**src/rtl/seq_mag_comparator_if.sv**
```systemverilog
// Handshake and operand bus for the sequential magnitude comparator.
// The master issues operations; the slave (the comparator) returns status and result flags.
interface seq_mag_comparator_if #(
    parameter int unsigned WIDTH = 8
);
    logic             start;
    logic             signed_mode;
    logic [WIDTH-1:0] A;
    logic [WIDTH-1:0] B;
    logic             busy;
    logic             done;
    logic             A_greater;
    logic             A_less;
    logic             A_equal;

    modport master (
        output start, signed_mode, A, B,
        input  busy, done, A_greater, A_less, A_equal
    );

    modport slave (
        input  start, signed_mode, A, B,
        output busy, done, A_greater, A_less, A_equal
    );
endinterface

```
**src/rtl/seq_mag_comparator.sv**
```systemverilog
// Multi-cycle MSB-first magnitude comparator, DIGIT bits per cycle with early exit.
// Signed mode flips both operand MSBs at capture so the unsigned digit compare gives signed order.
module seq_mag_comparator #(
    parameter int unsigned WIDTH = 8,
    parameter int unsigned DIGIT = 2
) (
    input logic                 clk,
    input logic                 rst_n,
    seq_mag_comparator_if.slave bus
);
    localparam int unsigned NDIG = WIDTH / DIGIT;
    localparam int unsigned CW   = (NDIG > 1) ? $clog2(NDIG) : 1;

    generate
        if (WIDTH < 2 || (WIDTH % DIGIT) != 0) begin : g_bad_params
            $fatal(1, "seq_mag_comparator: WIDTH must be >= 2 and a multiple of DIGIT");
        end
    endgenerate

    typedef enum logic [1:0] {
        IDLE,
        COMPARE,
        DONE
    } state_t;

    state_t           state;
    state_t           state_next;
    logic [WIDTH-1:0] sh_a;
    logic [WIDTH-1:0] sh_b;
    logic [CW-1:0]    cnt;
    logic             greater;
    logic             less;
    logic             equal;
    logic [DIGIT-1:0] dig_a;
    logic [DIGIT-1:0] dig_b;
    logic             last;

    assign dig_a = sh_a[WIDTH-1 -: DIGIT];
    assign dig_b = sh_b[WIDTH-1 -: DIGIT];
    assign last  = (cnt == CW'(NDIG - 1));

    always_ff @(posedge clk or negedge rst_n) begin
        if (!rst_n) begin
            state <= IDLE;
        end else begin
            state <= state_next;
        end
    end

    always_comb begin
        state_next = state;
        case (state)
            IDLE:    if (bus.start) state_next = COMPARE;
            COMPARE: if ((dig_a != dig_b) || last) state_next = DONE;
            DONE:    state_next = IDLE;
            default: state_next = IDLE;
        endcase
    end

    // Flags load only on the edge that enters DONE, so they hold the previous result while comparing.
    always_ff @(posedge clk or negedge rst_n) begin
        if (!rst_n) begin
            sh_a    <= '0;
            sh_b    <= '0;
            cnt     <= '0;
            greater <= 1'b0;
            less    <= 1'b0;
            equal   <= 1'b0;
        end else begin
            case (state)
                IDLE: begin
                    if (bus.start) begin
                        sh_a <= bus.A ^ {bus.signed_mode, {(WIDTH-1){1'b0}}};
                        sh_b <= bus.B ^ {bus.signed_mode, {(WIDTH-1){1'b0}}};
                        cnt  <= '0;
                    end
                end
                COMPARE: begin
                    if (dig_a > dig_b) begin
                        {greater, less, equal} <= 3'b100;
                    end else if (dig_a < dig_b) begin
                        {greater, less, equal} <= 3'b010;
                    end else if (last) begin
                        {greater, less, equal} <= 3'b001;
                    end else begin
                        sh_a <= sh_a << DIGIT;
                        sh_b <= sh_b << DIGIT;
                        cnt  <= cnt + 1'b1;
                    end
                end
                default: ;
            endcase
        end
    end

    assign bus.busy      = (state == COMPARE);
    assign bus.done      = (state == DONE);
    assign bus.A_greater = greater;
    assign bus.A_less    = less;
    assign bus.A_equal   = equal;
endmodule

```
**src/flat_wrapper.sv**
```systemverilog
// flat-port wrapper written by rule: the top's interface ports become plain ports
module seq_mag_comparator_flat 
#(
    parameter int unsigned WIDTH = 8,
    parameter int unsigned DIGIT = 2
)
  (clk, rst_n, bus_start, bus_signed_mode, bus_A, bus_B, bus_busy, bus_done, bus_A_greater, bus_A_less, bus_A_equal);
  seq_mag_comparator_if #(.WIDTH(WIDTH)) bus_i ();
  input logic clk;
  input logic rst_n;
  input wire logic [$bits(bus_i.start)-1:0] bus_start;
  input wire logic [$bits(bus_i.signed_mode)-1:0] bus_signed_mode;
  input wire logic [$bits(bus_i.A)-1:0] bus_A;
  input wire logic [$bits(bus_i.B)-1:0] bus_B;
  output wire logic [$bits(bus_i.busy)-1:0] bus_busy;
  output wire logic [$bits(bus_i.done)-1:0] bus_done;
  output wire logic [$bits(bus_i.A_greater)-1:0] bus_A_greater;
  output wire logic [$bits(bus_i.A_less)-1:0] bus_A_less;
  output wire logic [$bits(bus_i.A_equal)-1:0] bus_A_equal;
  assign bus_i.start = bus_start;
  assign bus_i.signed_mode = bus_signed_mode;
  assign bus_i.A = bus_A;
  assign bus_i.B = bus_B;
  assign bus_busy = bus_i.busy;
  assign bus_done = bus_i.done;
  assign bus_A_greater = bus_i.A_greater;
  assign bus_A_less = bus_i.A_less;
  assign bus_A_equal = bus_i.A_equal;
  seq_mag_comparator #(.WIDTH(WIDTH), .DIGIT(DIGIT)) u_core (.clk(clk), .rst_n(rst_n), .bus(bus_i));
endmodule
```
**config.mk**
```make
export PLATFORM = sky130hd
export DESIGN_NAME = seq_mag_comparator_flat
export DESIGN_NICKNAME = d
export VERILOG_FILES = /design/src/rtl/seq_mag_comparator_if.sv /design/src/rtl/seq_mag_comparator.sv /design/src/flat_wrapper.sv
export SDC_FILE = /design/constraint.sdc
export NUM_CORES = 1
export LEC_CHECK = 0
export CAP_MARGIN = 25
export CORE_ASPECT_RATIO = 0.6
export CORE_MARGIN = 2
export CORE_UTILIZATION = 45
export DETAILED_ROUTE_END_ITERATION = 8
export HOLD_SLACK_MARGIN = 0.15
export PLACE_DENSITY_LB_ADDON = 0.12
export SLEW_MARGIN = 20
export SYNTH_ARGS = -nofsm -noshare
export SYNTH_HDL_FRONTEND = slang
export SYNTH_SLANG_ARGS = --single-unit
```
**constraint.sdc**
```tcl
create_clock -name clk -period 2.7 [get_ports clk]
set_input_delay 0.27 -clock clk [delete_from_list [all_inputs] [get_ports clk]]
set_output_delay 0.27 -clock clk [all_outputs]
set_load 0.05 [all_outputs]
```
==> results of run 1 <==
synthesized netlist by cell type:
cell	number	share of area [%]
nand2_1	30	9.3
dfrtp_1	23	48
mux2_2	10	9.3
mux2i_1	8	6.6
inv_1	6	1.9
a21oi_1	4	1.7
o2bb2ai_1	4	2.9
and2b_1	3	1.9
ha_1	3	3.1
nor2_1	3	0.93
nor2b_1	3	1.6
o21ai_0	3	1.2
buf_2	2	0.83
buf_4	2	1.2
nand2b_1	2	1.0
o21a_1	2	1.2
xnor2_1	2	1.5
a211o_1	1	0.73
a21oi_2	1	0.73
a22o_1	1	0.73
buf_6	1	0.93
clkbuf_1	1	0.31
inv_4	1	0.52
nand3_1	1	0.41
o2111ai_1	1	0.73
o22ai_1	1	0.52
or3_1	1	0.52
where the power goes:
group	switching, mW	leakage (nW)	internal, mW
Clock	0.108	0.0228	0.105
Combinational	0.498	0.400	0.411
Sequential	0.110	0.280	0.517
sequential cells by signal, indices dropped and copies added, names as in the netlist:
signal and cells:
u_core.sh_a 8, u_core.bus.A_less 1, u_core.bus.A_equal 1, u_core.sh_b 8, u_core.bus.A_greater 1, u_core.state 2, u_core.cnt 2
cell families after synthesis:
family                     count (synthesis)  synth area share [%]
AOI/OAI and AO/OA                         18                 10.47
xor gates and xnor gates                   2                 1.451
adders and majority gates                  3                 3.109
buffers and inverters                     13                 5.699
DFF                                       23                 47.67
muxes                                     18                 15.96
and+or+nand+nor                           43                 15.65
cells in the final DEF (no fill, tap or decap):
cell type,netlist,final
dfrtp_1,23,23
mux2_2,10,10
or3_1,1,1
nor2_1,3,3
buf_4,2,3
clkdlybuf4s50_1,0,24
xnor2_1,2,2
clkbuf_8,0,3
mux2i_1,8,8
nand3_1,1,1
nand2b_1,2,2
clkbuf_1,1,1
a21oi_2,1,1
a22o_1,1,1
o22ai_1,1,1
o2bb2ai_1,4,4
inv_4,1,1
nor2b_1,3,3
o21ai_0,3,3
inv_1,6,6
a211o_1,1,1
and2b_1,3,3
nand2_1,30,30
o21a_1,2,2
o2111ai_1,1,1
a21oi_1,4,4
ha_1,3,3
layer usage:
| layer | track usage, % | share of wire (%) |
|---|---|---|
| met5 | 0 | 0 |
| met4 | 3.396 | 0.34 |
| met3 | 6.378 | 5.8 |
| met2 | 26.54 | 43 |
| met1 | 23.55 | 50 |
layout make-up:
class / count / area, um2 / share of cell area [%]
clock buffer: 4 / 45.04 / 2.973
inverter: 7 / 28.78 / 1.899
multi-input combinational: 84 / 563.0 / 37.16
sequential: 23 / 575.6 / 37.99
tap: 32 / 40.04 / 2.642
timing repair buffer: 27 / 262.8 / 17.34
worst paths after layout:
| check | endpoint | startpoint | slack [ns] | cells past startpoint |
|---|---|---|---|---|
| max | bus_busy | u_core.state[1] | 0.46 | 3 |
| min | u_core.bus.A_less | rst_n | 0.36 | 2 |
| max reg2reg | u_core.sh_b[4] | u_core.cnt[0] | 0.87 | 6 |
| min reg2reg | u_core.cnt[0] | u_core.cnt[0] | 0.49 | 1 |
| max in group asynchronous | u_core.sh_b[5] | rst_n | 2.11 | 2 |
| min in group clk | u_core.cnt[0] | u_core.cnt[0] | 0.49 | 1 |
critical path: stages (launching register included):
cell	delay (ns)
dfrtp_1	0.47
nand2b_1	0.23
inv_4	0.17
clkdlybuf4s50_1	0.83
stage by stage:
step	setup slack, ns	util, %	cells
floorplan	0.9071	-	120
global placement	0.7702	58.28	173
detailed placement	0.7418	58.28	173
CTS	0.4524	60.07	177
global route	0.3423	60.07	177
finish	0.4579	60.07	177
==> impl_metrics.py, run 1 <==
metrics = {
    "clock_network": {
        "cts_tree": "yes",
        "hold_buffers": 0,
        "clkSlewWorstSetupHoldPaths_ns": 0.08,
        "clock_latency_ns": 0.26,
        "cts_buffer_depth": 2,
        "cts_buffers": 3,
        "cts_setup_buffers": 0,
        "cts_max_level": 1,
        "post_cts_resized": 0,
        "root_buffer": "clkbuf_8",
        "cts_sinks": 23,
    },
    "synthesis": {
        "ys_ff_latch": 23,
        "synth_fp_nets": 143,
        "syn_inst": 120,
        "syn_avg_cell_area_um2": 10.06,
        "synth_area_um2": 1207,
        "synthDistinctLibCells": 27,
        "synth_warnings": 0,
        "synth_seq_area_share_pct": 47.67,
    },
    "finish": {
        "layout.nets": 169,
        "diodes": 0,
        "drive_gt1_share_pct": 12.41,
        "final_area_um2": 1515,
        "fill_cells": 228,
        "area_growth_pct": 25.49,
    },
    "sta": {
        "fin_crit_ns": 2.242,
        "finalMaxSlewViolations": 0,
        "worst_pin_slew_ns": 0.4990,
        "final_hold_viol_count": 0,
        "fin_crit_sh_pct": 83.04,
        "clock.fmax_mhz": 446.0,
        "relSlewSlack_pct": 66.63,
        "clock_skew_ns": 0.001275,
        "rsz0062_at_grt": "no",
        "setup_violations": 0,
        "setup_tns_ns": 0,
        "timing.hold.ws_ns": 0.3601,
    },
    "routing": {
        "routed_via_density": 5.119,
        "via_count": 906,
        "firstDrtPassIters": 4,
        "drc_errors": 0,
        "wl_per_cell_um": 13.14,
        "routed_wl_mm": 2.325,
        "final_antenna_net_count": 0,
        "drt_iter0_drc": 71,
    },
    "floorplan": {
        "chipHeight_um": 44.13,
        "core_um2": 2522,
        "start_util_pct": 47.87,
        "num_rows": 14,
        "boundaryPins": 25,
        "die_w_um": 70.87,
        "dieArea_um2": 3127,
    },
    "power": {
        "power.total_mw": 1.748,
        "peakVddDrop_v": 0.0006129,
        "p_per_area_nw_per_um2": 1154,
        "p_leak_nw": 0.7027,
    },
    "worst_setup_path": {
        "arrival_ns": 1.97,
        "required_ns": 2.43,
        "crit_type": "register to output port",
        "path_max_fanout": 16,
        "crit_path_end_kind": "output port",
        "worstSetupStartpointType": "register",
    },
    "global_routing": {
        "grt_max_degree": 24,
        "grt_overflow": 0,
        "grt_use_total_pct": 17.14,
        "antenna_found_initial": 0,
        "grt_pass1_wl_mm": 4.071,
        "grt_pass1_vias": 878,
    },
    "placed_design": {
        "hpwlAfterDp_mm": 1.746,
        "portBuffers": 24,
        "gp_congestion": 0.7039,
        "detailed_place.area_um2": 1470,
    },
    "job": {
        "drv_cap": 0,
    },
    "status": {
        "status": "finished, final reports clean",
    },
    "worst_hold_path": {
        "min_path_type": "input pin to async pin",
    },
}
No activity file was read; power rests on OpenSTA's default activity.
==> run 2: changes to the inputs <==
clock period = 2.25 ns   (was 2.7 ns; I/O delays follow)
==> impl_metrics.py, run 2 (same netlist as run 1, synthesis figures left out) <==
metrics = {
    "status": {
        "status": "finished, final reports clean",
    },
    "sta": {
        "setup_violations": 0,
        "fin_crit_sh_pct": 87.19,
        "final_hold_viol_count": 0,
        "setup_tns_ns": 0,
        "finalMaxSlewViolations": 0,
        "clock_skew_ns": 0.004427,
        "relSlewSlack_pct": 67.29,
        "rsz0062_at_grt": "no",
        "fin_crit_ns": 1.962,
        "clock.fmax_mhz": 509.7,
        "timing.hold.ws_ns": 0.3067,
        "worst_pin_slew_ns": 0.4891,
    },
    "routing": {
        "drc_errors": 0,
        "via_count": 893,
        "drt_iter0_drc": 32,
        "routed_via_density": 5.017,
        "firstDrtPassIters": 3,
        "final_antenna_net_count": 0,
        "routed_wl_mm": 2.247,
        "wl_per_cell_um": 12.62,
    },
    "finish": {
        "fill_cells": 225,
        "area_growth_pct": 26.94,
        "layout.nets": 170,
        "final_cell_mix": "30 x nand2_1, 23 x clkdlybuf4s50_1, 23 x dfrtp_1",
        "diodes": 0,
        "drive_gt1_share_pct": 13.70,
        "final_common_cell": "nand2_1",
        "reg.largest.list": "u_core.sh_a: 8 flops, u_core.sh_b: 8 flops",
    },
    "worst_setup_path": {
        "path_max_fanout": 9,
        "arrival_ns": 1.74,
        "crit_path_end_kind": "output port",
        "required_ns": 2.03,
        "crit_type": "register to output port",
        "worstSetupStartpointType": "register",
    },
    "clock_network": {
        "post_cts_resized": 0,
        "hold_buffers": 0,
        "cts_buffer_depth": 2,
        "clock_latency_ns": 0.26,
        "cts_max_level": 1,
        "clkSlewWorstSetupHoldPaths_ns": 0.08,
        "cts_sinks": 23,
        "cts_buffers": 3,
        "cts_tree": "yes",
        "cts_setup_buffers": 0,
        "root_buffer": "clkbuf_8",
    },
    "worst_hold_path": {
        "min_path_type": "input pin to async pin",
    },
    "floorplan": {
        "boundaryPins": 25,
        "chipHeight_um": 44.13,
        "dieArea_um2": 3127,
        "die_w_um": 70.87,
        "start_util_pct": 47.87,
        "num_rows": 14,
        "core_um2": 2522,
    },
    "placed_design": {
        "portBuffers": 24,
        "hpwlAfterDp_mm": 1.668,
        "gp_congestion": 0.6986,
    },
    "job": {
        "drv_cap": 0,
    },
    "global_routing": {
        "antenna_found_initial": 0,
        "grt_pass1_vias": 884,
        "grt_pass1_wl_mm": 4.008,
        "grt_use_total_pct": 17.46,
        "grt_overflow": 0,
        "grt_max_degree": 24,
    },
    "power": {
        "p_per_area_nw_per_um2": 1379,
        "peakVddDrop_v": 0.0006840,
        "p_leak_nw": 0.7126,
    },
}
==> run 2: cell types whose count changed in the layout (fill, tap and decap cells not counted) <==
cell             delta
buf_4               +1
clkdlybuf4s50_1     -1
buf_12              +1
==> run 2: stage by stage <==
stage	instance area, um2	worst slack, ns	cells	utilization [%]	total power, mW
after global placement	1488	0.4890	174	58.98	1.848
after global routing	1533	0.1507	178	60.76	2.299
after detailed placement	1488	0.4124	174	58.98	1.881
after floorplan	1207	0.4571	120	-	1.594
after CTS	1533	0.2700	178	60.76	2.138
final	1533	0.2882	178	60.76	2.113
==> run 2: final timing paths <==
path	start	endpoint	slack, ns	depth (start not counted)
hold / removal	rst_n	u_core.state[1]	0.31	2
max in group asynchronous	rst_n	u_core.sh_b[7]	1.71	2
min in group clk	u_core.cnt[0]	u_core.cnt[0]	0.48	1
setup / recovery	u_core.state[1]	bus_done	0.29	2
setup reg to reg	u_core.cnt[0]	u_core.sh_a[3]	0.41	6
hold reg to reg	u_core.cnt[0]	u_core.cnt[0]	0.48	1
==> run 2: layout make-up <==
cell class	instances	area (um2)	area share, %
inverter	7	28.78	1.878
tap	32	40.04	2.612
clock buffer	4	45.04	2.939
multi-input combinational	84	563.0	36.73
sequential	23	575.6	37.55
timing repair buffer	28	280.3	18.29
==> run 2: power by group <==
part           switching, mW  internal [mW]
Clock                  0.123          0.126
Sequential             0.131          0.620
Combinational          0.602          0.511
Total                  0.855           1.26
==> run 2: metal layers <==
layer	track usage [%]	routed length (um)	share of wire, %	vias up
met1	22.34	1131	50	415
met2	26.73	951	42	15
met4	9.057	40	1.8	0
met3	6.150	123	5.5	5
li1	-	-	-	458
met5	0	0	0	-
==> run 2: worst max-delay path, cell delays in order, from the launching register on <==
cell	delay (ns)
dfrtp_1	0.50
nor2b_1	0.17
clkdlybuf4s50_1	0.80
